==> src/rtl/uart_tx_engine_if.sv <==
// Byte handshake between the host register block and the UART transmit engine.
// The master drives data/valid, the engine answers with ready.
interface uart_tx_engine_if;
    logic [7:0] tx_data;
    logic       tx_valid;
    logic       tx_ready;

    modport master (
        output tx_data,
        output tx_valid,
        input  tx_ready
    );

    modport slave (
        input  tx_data,
        input  tx_valid,
        output tx_ready
    );
endinterface

==> src/rtl/uart_tx_engine.sv <==
// UART transmit serializer: small byte FIFO feeding a start/data/parity/stop framer
// paced by an oversampled baud tick, with CTS gating and a THR-empty interrupt.
module uart_tx_engine #(
    parameter int unsigned FIFO_DEPTH = 4,
    parameter int unsigned OVERSAMPLE = 16
) (
    input  logic                    clock,
    input  logic                    reset,
    input  logic                    baud_tick,
    uart_tx_engine_if.slave         tx,
    input  logic [1:0]              cfg_wls,
    input  logic                    cfg_pen,
    input  logic                    cfg_eps,
    input  logic                    cfg_stb,
    input  logic                    cfg_break,
    input  logic                    cts_en,
    input  logic                    cts_n,
    input  logic                    ien_thre,
    output logic                    txd,
    output logic                    tx_busy,
    output logic                    thre,
    output logic                    temt,
    output logic                    intrpt
);

    localparam int unsigned AW = (FIFO_DEPTH > 1) ? $clog2(FIFO_DEPTH) : 1;
    localparam int unsigned CW = AW + 1;
    localparam int unsigned TW = $clog2(2 * OVERSAMPLE);

    localparam logic [CW-1:0] CntFull   = CW'(FIFO_DEPTH);
    localparam logic [TW-1:0] TickLast1 = TW'(OVERSAMPLE - 1);
    localparam logic [TW-1:0] TickLast2 = TW'(2 * OVERSAMPLE - 1);

    localparam logic [2:0] StIdle   = 3'd0;
    localparam logic [2:0] StStart  = 3'd1;
    localparam logic [2:0] StData   = 3'd2;
    localparam logic [2:0] StParity = 3'd3;
    localparam logic [2:0] StStop   = 3'd4;

    // ---------------------------------------------------------------- FIFO
    logic [7:0]    mem_q [FIFO_DEPTH];
    logic [AW-1:0] wr_ptr_q, wr_ptr_d;
    logic [AW-1:0] rd_ptr_q, rd_ptr_d;
    logic [CW-1:0] count_q, count_d;
    logic          push;
    logic          pop;
    logic          start_ok;
    logic [7:0]    head;

    assign tx.tx_ready = (count_q != CntFull);
    assign push        = tx.tx_valid & tx.tx_ready;
    assign head        = mem_q[rd_ptr_q];
    assign start_ok    = (count_q != '0) & (~cts_en | ~cts_n);

    always_comb begin
        wr_ptr_d = wr_ptr_q;
        rd_ptr_d = rd_ptr_q;
        count_d  = count_q;
        if (push) begin
            wr_ptr_d = wr_ptr_q + AW'(1);
        end
        if (pop) begin
            rd_ptr_d = rd_ptr_q + AW'(1);
        end
        case ({push, pop})
            2'b10:   count_d = count_q + CW'(1);
            2'b01:   count_d = count_q - CW'(1);
            default: count_d = count_q;
        endcase
    end

    // Storage needs no reset; the pointers alone decide what is valid.
    always_ff @(posedge clock) begin
        if (push) begin
            mem_q[wr_ptr_q] <= tx.tx_data;
        end
    end

    // ---------------------------------------------------------------- framer
    logic [2:0]    state_q, state_d;
    logic [TW-1:0] tick_q, tick_d;
    logic [2:0]    bit_q, bit_d;
    logic [7:0]    shreg_q, shreg_d;
    logic [1:0]    wls_q, wls_d;
    logic          pen_q, pen_d;
    logic          stb_q, stb_d;
    logic          par_q, par_d;
    logic          txd_q, txd_d;
    logic          intrpt_q;
    logic          load;
    logic          bit_done;
    logic [TW-1:0] tick_last;
    logic [7:0]    head_mask;
    logic          head_par;
    logic          fsm_txd;

    // Parity is resolved when the frame is loaded so eps never needs its own latch.
    assign head_mask = 8'hFF >> (2'd3 - cfg_wls);
    assign head_par  = cfg_eps ? (^(head & head_mask)) : (~^(head & head_mask));

    assign tick_last = (state_q == StStop && stb_q) ? TickLast2 : TickLast1;
    assign bit_done  = baud_tick & (tick_q == tick_last);

    always_comb begin
        state_d = state_q;
        tick_d  = tick_q;
        bit_d   = bit_q;
        shreg_d = shreg_q;
        wls_d   = wls_q;
        pen_d   = pen_q;
        stb_d   = stb_q;
        par_d   = par_q;
        load    = 1'b0;
        pop     = 1'b0;

        case (state_q)
            StIdle: begin
                if (start_ok) begin
                    load = 1'b1;
                end
            end
            StStart: begin
                if (bit_done) begin
                    state_d = StData;
                    tick_d  = '0;
                    bit_d   = '0;
                end else if (baud_tick) begin
                    tick_d = tick_q + TW'(1);
                end
            end
            StData: begin
                if (bit_done) begin
                    tick_d  = '0;
                    shreg_d = {1'b0, shreg_q[7:1]};
                    if (bit_q == ({1'b0, wls_q} + 3'd4)) begin
                        state_d = pen_q ? StParity : StStop;
                    end else begin
                        bit_d = bit_q + 3'd1;
                    end
                end else if (baud_tick) begin
                    tick_d = tick_q + TW'(1);
                end
            end
            StParity: begin
                if (bit_done) begin
                    state_d = StStop;
                    tick_d  = '0;
                end else if (baud_tick) begin
                    tick_d = tick_q + TW'(1);
                end
            end
            StStop: begin
                if (bit_done) begin
                    // Chain straight into the next start bit when another byte is ready.
                    if (start_ok) begin
                        load = 1'b1;
                    end else begin
                        state_d = StIdle;
                        tick_d  = '0;
                    end
                end else if (baud_tick) begin
                    tick_d = tick_q + TW'(1);
                end
            end
            default: begin
                state_d = StIdle;
                tick_d  = '0;
            end
        endcase

        if (load) begin
            pop     = 1'b1;
            state_d = StStart;
            tick_d  = '0;
            bit_d   = '0;
            shreg_d = head;
            wls_d   = cfg_wls;
            pen_d   = cfg_pen;
            stb_d   = cfg_stb;
            par_d   = head_par;
        end
    end

    // txd is registered from the next-state view so it changes on the same edge as the FSM.
    always_comb begin
        case (state_d)
            StStart:  fsm_txd = 1'b0;
            StData:   fsm_txd = shreg_d[0];
            StParity: fsm_txd = par_d;
            default:  fsm_txd = 1'b1;
        endcase
        txd_d = fsm_txd & ~cfg_break;
    end

    always_ff @(posedge clock) begin
        if (!reset) begin
            wr_ptr_q <= '0;
            rd_ptr_q <= '0;
            count_q  <= '0;
            state_q  <= StIdle;
            tick_q   <= '0;
            bit_q    <= '0;
            shreg_q  <= '0;
            wls_q    <= '0;
            pen_q    <= 1'b0;
            stb_q    <= 1'b0;
            par_q    <= 1'b0;
            txd_q    <= 1'b1;
            intrpt_q <= 1'b0;
        end else begin
            wr_ptr_q <= wr_ptr_d;
            rd_ptr_q <= rd_ptr_d;
            count_q  <= count_d;
            state_q  <= state_d;
            tick_q   <= tick_d;
            bit_q    <= bit_d;
            shreg_q  <= shreg_d;
            wls_q    <= wls_d;
            pen_q    <= pen_d;
            stb_q    <= stb_d;
            par_q    <= par_d;
            txd_q    <= txd_d;
            intrpt_q <= ien_thre & thre;
        end
    end

    assign txd     = txd_q;
    assign tx_busy = (state_q != StIdle);
    assign thre    = (count_q == '0);
    assign temt    = thre & ~tx_busy;
    assign intrpt  = intrpt_q;

    a_no_pop_empty : assert property (@(posedge clock) disable iff (!reset)
        pop |-> (count_q != '0));
    a_no_push_full : assert property (@(posedge clock) disable iff (!reset)
        push |-> (count_q != CntFull));
    a_count_bound  : assert property (@(posedge clock) disable iff (!reset)
        count_q <= CntFull);

endmodule

==> src/flat_wrapper.sv <==
// flat-port wrapper written by rule: the top's interface ports become plain ports
module uart_tx_engine_flat 
#(
    parameter int unsigned FIFO_DEPTH = 4,
    parameter int unsigned OVERSAMPLE = 16
)
  (clock, reset, baud_tick, cfg_wls, cfg_pen, cfg_eps, cfg_stb, cfg_break, cts_en, cts_n, ien_thre, txd, tx_busy, thre, temt, intrpt, tx_tx_data, tx_tx_valid, tx_tx_ready);
  uart_tx_engine_if tx_i ();
  input  logic clock;
  input  logic reset;
  input  logic baud_tick;
  input  logic [1:0] cfg_wls;
  input  logic cfg_pen;
  input  logic cfg_eps;
  input  logic cfg_stb;
  input  logic cfg_break;
  input  logic cts_en;
  input  logic cts_n;
  input  logic ien_thre;
  output logic txd;
  output logic tx_busy;
  output logic thre;
  output logic temt;
  output logic intrpt;
  input wire logic [$bits(tx_i.tx_data)-1:0] tx_tx_data;
  input wire logic [$bits(tx_i.tx_valid)-1:0] tx_tx_valid;
  output wire logic [$bits(tx_i.tx_ready)-1:0] tx_tx_ready;
  assign tx_i.tx_data = tx_tx_data;
  assign tx_i.tx_valid = tx_tx_valid;
  assign tx_tx_ready = tx_i.tx_ready;
  uart_tx_engine #(.FIFO_DEPTH(FIFO_DEPTH), .OVERSAMPLE(OVERSAMPLE)) u_core (.clock(clock), .reset(reset), .baud_tick(baud_tick), .tx(tx_i), .cfg_wls(cfg_wls), .cfg_pen(cfg_pen), .cfg_eps(cfg_eps), .cfg_stb(cfg_stb), .cfg_break(cfg_break), .cts_en(cts_en), .cts_n(cts_n), .ien_thre(ien_thre), .txd(txd), .tx_busy(tx_busy), .thre(thre), .temt(temt), .intrpt(intrpt));
endmodule
==> config.mk <==
export PLATFORM = sky130hd
export DESIGN_NAME = uart_tx_engine_flat
export DESIGN_NICKNAME = d
export VERILOG_FILES = /design/src/rtl/uart_tx_engine_if.sv /design/src/rtl/uart_tx_engine.sv /design/src/flat_wrapper.sv
export SDC_FILE = /design/constraint.sdc
export NUM_CORES = 1
export LEC_CHECK = 0
export ABC_AREA = 1
export BUFFER_PORTS_ARGS = -buffer_cell sky130_fd_sc_hd__clkbuf_2
export CAP_MARGIN = 20
export CORE_MARGIN = 5
export CORE_UTILIZATION = 64
export DETAILED_ROUTE_END_ITERATION = 12
export HOLD_SLACK_MARGIN = 0.02
export PLACE_DENSITY = 0.95
export REMOVE_ABC_BUFFERS = 1
export SYNTH_ARGS = -nofsm -noshare
export SYNTH_HDL_FRONTEND = slang
export SYNTH_SLANG_ARGS = --single-unit
export TNS_END_PERCENT = 50
==> constraint.sdc <==
create_clock -name clock -period 3.8 [get_ports clock]
set_input_delay 0 -clock clock [delete_from_list [all_inputs] [get_ports clock]]
set_output_delay 0 -clock clock [all_outputs]
set_load 0.01 [all_outputs]
==> out/metrics.cfg, run 1 <==
[outcome]
outcome = finished clean

[place]
dp_hpwl_mm = 4.63
gp_congestion = 0.842
portBuffers = 26

[route]
dr.max_layer_used = met4
routedWlPerCell_um = 13.4
viasPerCell = 5.35
dr_wl_met3_um = 383
drt-pass1-iter-count = 5
drt-met1-wl_mm = 2.67
post-route-drc-count = 0
ant_nets = 0
vias = 2801
route.final.wire_length_mm = 7.00
wl_met2_mm = 3.72
first_iter_violations = 227

[synth]
ys_seq_area_share_pct = 50.5
yosys.cell_types.count = 37
yosysWarnings = 0
syn_area_um2 = 3290
syn_area_per_cell_um2 = 8.13
synth-seq-cells = 67
netlist_instances = 405

[timing]
setup-violations-final = 0
relSlewSlack_pct = 47.5
worst_pin_slew_ns = 0.785
final.setup.tns_ns = 0
drv_slew = 0
period_needed_ns = 2.89
timing.fmax_mhz = 346
hold_viol = 0
grt_setup_unrepaired = no
timing.final.crit_share_pct = 76.0
fin_skew_ns = 0.0103

[clock_network]
path_clk_slew_ns = 0.07
root_buffer = clkbuf_8
numCtsBuffers = 9
numClockSinks = 67
cts.path.max_buffers = 2
post-cts-setup-buffers = 0
clock_latency_ns = 0.34
cts_tree = built
h-tree-depth = 3

[floorplan]
dieHeight_um = 81.7
initial_core_util_pct = 65.3
pin_count = 27
core_um2 = 5040
rows = 26
die_width_um = 81.7
die-area_um2 = 6680

[critical_path]
rr_worst_depth = 14
cpLargestDelayFamily = simple AND/OR/NAND/NOR gates
crit_slowest_cell = dfxtp_1
critPathRequiredTime_ns = 4.03
cp.depth = 14
worstSetupEndpointType = flip-flop
crit_end = u_core.count_q[2]$_SDFFE_PN0P_
timing.rr.start = u_core.tick_q[0]$_SDFFE_PP0P_
critPathMaxStageDelay_ns = 0.38
r2r_setup_slack_ns = 0.91
critical_path_buf_inv_count = 2
start_kind = flip-flop
critPathMaxFanout = 16
cp_cell_sequence = ha_1 -> nand3_1 -> nor2_1 -> nand3_4 -> nand2_2 -> nand2_2 -> inv_2 -> ha_1 -> inv_1 -> fa_1 -> a21oi_1 -> o21ai_0 -> o21ai_0 -> a21oi_1
reg2reg_to = u_core.count_q[2]$_SDFFE_PN0P_
crit_path_start = u_core.tick_q[0]$_SDFFE_PP0P_
critPathArrivalTime_ns = 3.12
crit_type = flip-flop to flip-flop

[job]
maxCapViolCount = 0

[hold_path]
worstHoldPathType = input pin to flip-flop

[power]
ir_drop_uv = 456
p_leak_nw = 1.70
cellPowerDensity_nw_per_um2 = 642

[global_route]
grt_pass1_vias = 2631
track_usage_pct = 23.1
grt_pass1_wl_mm = 11.4
grt.overflow.total = 0
antenna_found_initial = 0
grt_max_degree = 21

[cells_and_area]
finish.utilization_pct = 75.2
area_delta_synth_final_pct = 15.2
final_common_cell = nand2_1
n_fill_cell = 337
diodes = 0
layout_common_cells = 122 x nand2_1, 47 x inv_1, 42 x nor2_1, 35 x nand3_1, 35 x dfxtp_1
drive_gt1_share_pct = 14.3
nets = 478

[tightest hold or removal path: stages]
cell and delay [ns]:
clkbuf_2 0.19, o21ai_0 0.11, nor2_1 0.04
[cell type report]
class / count / area, um^2 / area share, %
inverters: 52 / 195 / 5.15
clock inverters: 4 / 25.0 / 0.660
repair buffers: 42 / 288 / 7.59
clock buffers: 12 / 155 / 4.09
flip-flops and latches: 67 / 1660 / 43.8
well taps: 70 / 87.6 / 2.31
multi-input cells: 277 / 1380 / 36.4
[sequential cells by signal (all words and copies together), names as in the netlist, named ones only]
signal	cells
u_core.bit_q	3
u_core.count_q	3
u_core.intrpt	1
u_core.mem_q	32
u_core.par_q	1
u_core.pen_q	1
u_core.rd_ptr_q	2
u_core.shreg_q	8
u_core.state_q	3
u_core.stb_q	1
u_core.tick_q	5
u_core.txd	1
u_core.wls_q	2
u_core.wr_ptr_q	2
[cells by family after synthesis]
kind of cell             share of synthesized area [%]
buffers and inverters                             7.57
AO/OA/AOI/OAI                                     7.00
AND/OR/NAND/NOR                                   30.3
adder cells (fa/ha/maj)                           3.27
flip-flops                                        50.5
XOR/XNOR                                          1.33
[how the worst min path moves through the flow]
| stage | from | endpoint | slack, ns | cells after the start |
|---|---|---|---|---|
| floorplan | reset | u_core.txd$_SDFF_PN1_ | 0.07 | 1 |
| detailed placement | tx_tx_data[0] | u_core.mem_q[3][0]$_DFFE_PP_ | 0.22 | 1 |
| global route | cfg_wls[0] | u_core.wls_q[0]$_SDFFE_PN0P_ | 0.04 | 3 |
| finish | reset | u_core.wls_q[1]$_SDFFE_PN0P_ | 0.06 | 3 |
| global placement | tx_tx_data[7] | u_core.mem_q[1][7]$_DFFE_PP_ | 0.21 | 1 |
| CTS | cfg_wls[0] | u_core.wls_q[0]$_SDFFE_PN0P_ | 0.04 | 3 |
[cell usage after synthesis, drive strengths merged]
cell / count / area share [%]
a211oi: 1 / 0.23
a22oi: 1 / 0.23
inv: 52 / 5.9
fa: 1 / 0.61
dfxtp: 35 / 21
ha: 7 / 2.7
nand3: 38 / 6.5
buf: 7 / 1.4
clkbuf: 2 / 0.23
a21oi: 14 / 2.2
nand3b: 1 / 0.23
edfxtp: 32 / 29
a221oi: 4 / 1.1
nand2: 125 / 14
xnor2: 2 / 0.53
nand4: 2 / 0.38
o2111ai: 1 / 0.27
nor2: 48 / 6.5
xor2: 3 / 0.80
or2: 3 / 0.57
o21ai: 17 / 2.6
a31oi: 2 / 0.38
nor3: 7 / 1.7
[per-stage QoR]
stage,hold WS (ns),cell area [um^2],std cells,total power [W],setup slack [ns]
global route,0.0407,3790,524,0.00262,0.607
detailed placement,0.220,3460,493,0.00187,0.933
floorplan,0.0687,3240,396,0.00164,1.30
finish,0.0553,3790,524,0.00243,0.912
CTS,0.0392,3790,524,0.00242,0.918
global placement,0.211,3460,493,0.00182,1.12
[layer usage]
layer	up-vias	GRT usage, %
met2	75	41.5
met3	22	5.26
met1	1303	24.9
li1	1401	-
met4	0	13.0
met5	-	0
[report_power, final]
group | internal (W) | leakage [nW] | total, W | switching (W)
sequential | 0.000905 | 0.580 | 0.000981 | 0.0000762
clock | 0.000272 | 0.0967 | 0.000535 | 0.000263
combinational | 0.000308 | 1.03 | 0.000919 | 0.000611
[repair_timing]
item | in CTS | in global routing
endpoints found under the hold margin | 37 | 0
hold buffers | 15 | 0
gates resized for setup | 0 | 0
Note: power is estimated with default switching activity, not from simulation.
==> run 2, diff against run 1 <==
--- a/config.mk
+++ b/config.mk
@@ -9,10 +9,10 @@
 export BUFFER_PORTS_ARGS = -buffer_cell sky130_fd_sc_hd__clkbuf_2
 export CAP_MARGIN = 20
 export CORE_MARGIN = 5
-export CORE_UTILIZATION = 64
+export CORE_UTILIZATION = 54
 export DETAILED_ROUTE_END_ITERATION = 12
 export HOLD_SLACK_MARGIN = 0.02
-export PLACE_DENSITY = 0.95
+export PLACE_DENSITY = 0.88
 export REMOVE_ABC_BUFFERS = 1
 export SYNTH_ARGS = -nofsm -noshare
 export SYNTH_HDL_FRONTEND = slang
==> constraint.sdc (replaced) <==
create_clock -name clock -period 2.5 [get_ports clock]
set_input_delay 0 -clock clock [delete_from_list [all_inputs] [get_ports clock]]
set_output_delay 0 -clock clock [all_outputs]
set_load 0.01 [all_outputs]
==> out/metrics.cfg, run 2 (synthesis gave the netlist of run 1 again) <==
[job]
maxCapViolCount = 0  ; unchanged

[cells_and_area]
largest_register = u_core.mem_q
final-seq-area_um2 = 1660  ; +0.15%
largest_reg_flops = 32  ; unchanged
fin_area_um2 = 3880  ; +2.4%
multi_input_area_um2 = 1390  ; +0.63%
diodes = 0  ; unchanged
drive_gt1_share_pct = 17.1  ; +2.8 points
layout_common_cells = 122 x nand2_1, 47 x inv_1, 41 x nor2_1, 35 x nand3_1, 33 x dfxtp_1
area_delta_synth_final_pct = 18.0
largestRegisters = u_core.mem_q: 32 flops, u_core.shreg_q: 8 flops, u_core.tick_q: 5 flops
nets = 486  ; +1.7%
final_common_cell = nand2_1
n_fill_cell = 463  ; +37%

[place]
place_area_um2 = 3530  ; +1.9%
dpl_worst_slack_ns = 0.176  ; -0.757 ns
gp_congestion = 0.909  ; +8.0%
portBuffers = 26  ; unchanged
dp_hpwl_mm = 4.75  ; +2.5%

[route]
route.final.wire_length_mm = 7.12  ; +1.7%
routedWlPerCell_um = 13.3  ; -0.76%
vias = 2748  ; -1.9%
viasPerCell = 5.12  ; -4.3%
post-route-drc-count = 0  ; unchanged
drt-pass1-iter-count = 5  ; unchanged
first_iter_violations = 221  ; -2.6%
ant_nets = 0  ; unchanged

[clock_network]
clock_latency_ns = 0.35  ; about the same
path_clk_slew_ns = 0.08  ; about the same
numClockSinks = 67  ; unchanged
cts_tree = built
h-tree-depth = 3  ; unchanged
cts.path.max_buffers = 2  ; unchanged
root_buffer = clkbuf_8
post-cts-setup-buffers = 0  ; unchanged
numCtsBuffers = 9  ; unchanged

[global_route]
grt_max_degree = 20  ; -4.8%
grt_pass1_vias = 2852  ; +8.4%
antenna_found_initial = 0  ; unchanged
grt.overflow.total = 0  ; unchanged
grt_pass1_wl_mm = 12.4  ; +8.6%
track_usage_pct = 21.1  ; -2.0 points

[timing]
setup-violations-final = 0  ; unchanged
timing.fmax_mhz = 438  ; +27%
final.setup.worst_slack_ns = 0.217  ; -0.695 ns
worst_pin_slew_ns = 0.477  ; -0.308 ns
relSlewSlack_pct = 68.1  ; +21 points
whs_ns = 0.0911  ; +0.0359 ns
timing.final.crit_share_pct = 91.3  ; +15 points
hold_viol = 0  ; unchanged
fin_skew_ns = 0.00822  ; -0.00207 ns
period_needed_ns = 2.28  ; -0.605 ns
drv_slew = 0  ; unchanged

[critical_path]
crit_path_start = u_core.tick_q[0]$_SDFFE_PP0P_
r2r_setup_slack_ns = 0.22  ; -0.69 ns
critPathMaxFanout = 3  ; -13
start_kind = flip-flop
reg2reg_to = u_core.count_q[2]$_SDFFE_PN0P_
rr_worst_depth = 14  ; unchanged
critPathArrivalTime_ns = 2.52  ; -0.60 ns
worstSetupEndpointType = flip-flop
critPathRequiredTime_ns = 2.74  ; -1.29 ns
crit_type = flip-flop to flip-flop
timing.rr.start = u_core.tick_q[0]$_SDFFE_PP0P_

[hold_path]
min-delay-start = cfg_wls[0]
min_path_cells = 3  ; unchanged
worstHoldPathType = input pin to flip-flop
hold_end = u_core.wls_q[0]$_SDFFE_PN0P_

[power]
power_frac_clock_pct = 23.4  ; +1.4 points
ir_drop_uv = 546  ; +20%
p_seq_share_pct = 38.7  ; -1.6 points
switching_share_pct = 38.6  ; -0.38 points
p_int_w = 0.00234  ; +58%
cellPowerDensity_nw_per_um2 = 983  ; +53%
p_leak_nw = 1.74  ; +2.4%
combPwrFrac_pct = 37.9  ; about the same
p_switching_w = 0.00148  ; +55%

[floorplan]
pin_count = 27  ; unchanged
core_um2 = 5920  ; +17%
initial_core_util_pct = 55.6  ; -9.7 points
dieHeight_um = 88.1  ; +7.8%
die_width_um = 88.1  ; +7.8%
rows = 28  ; +7.7%
die-area_um2 = 7750  ; +16%

[outcome]
outcome = finished clean

[run 2: stage by stage]
step,power [W],utilization [%],TNS [ns],instances
finish,0.00382,65.6,0,537
CTS,0.00380,65.4,0,537
global placement,0.00283,59.6,0,506
floorplan,0.00250,-,0,396
detailed placement,0.00289,59.6,0,506
global route,0.00414,65.6,-0.0527,537
[run 2: how the worst max path moves through the flow]
stage | endpoint | slack [ns] | cells past startpoint
after global routing | u_core.count_q[2]$_SDFFE_PN0P_ | -0.05 | 16
after CTS | u_core.count_q[2]$_SDFFE_PN0P_ | 0.14 | 14
final | u_core.count_q[2]$_SDFFE_PN0P_ | 0.22 | 14
after global placement | u_core.count_q[2]$_SDFFE_PN0P_ | 0.27 | 14
after floorplan | u_core.count_q[2]$_SDFFE_PN0P_ | 0.003 | 14
after detailed placement | u_core.count_q[2]$_SDFFE_PN0P_ | 0.18 | 14
[run 2: what timing repair did]
| action | 4_1_cts | 5_1_grt |
|---|---|---|
| setup endpoints to repair | 0 | 1 |
| endpoints found under the hold margin | 37 | 0 |
| hold buffers | 15 | 0 |
| gates resized for setup | 0 | 7 |
[run 2: power by group through the flow]
stage	logic, W	registers, W	clock network, W
2_1_floorplan	0.000995	0.00150	0
3_3_place_gp	0.00134	0.00149	0
3_5_place_dp	0.00139	0.00150	0
4_1_cts	0.00142	0.00147	0.000905
5_1_grt	0.00167	0.00150	0.000971
6_report	0.00145	0.00148	0.000892
[run 2: final cells by class]
class	count	area share (%)
Sequential cell	67	42.9
Multi-Input combinational cell	277	35.8
Timing Repair Buffer	50	8.96
Inverter	52	5.03
Clock buffer	9	3.19
Tap cell	75	2.42
Clock inverter	7	1.77
[run 2: per-layer routing]
| layer | track usage, % | share of wire (%) | up-vias |
|---|---|---|---|
| li1 | - | - | 1417 |
| met1 | 23.0 | 40 | 1234 |
| met2 | 36.6 | 52 | 67 |
| met3 | 4.70 | 4.6 | 30 |
| met4 | 14.3 | 3.9 | 0 |
| met5 | 0 | 0 | - |
[run 2: critical path: stages (launching register included)]
cell and delay [ns]:
dfxtp_1 0.38, ha_1 0.19, nand3_1 0.11, nor2_2 0.17, nand3_4 0.09, nand2_2 0.06, nand2_2 0.05, inv_2 0.06
ha_1 0.13, inv_1 0.08, fa_2 0.37, a21oi_2 0.16, o21ai_1 0.10, o21ai_1 0.15, a21oi_1 0.06
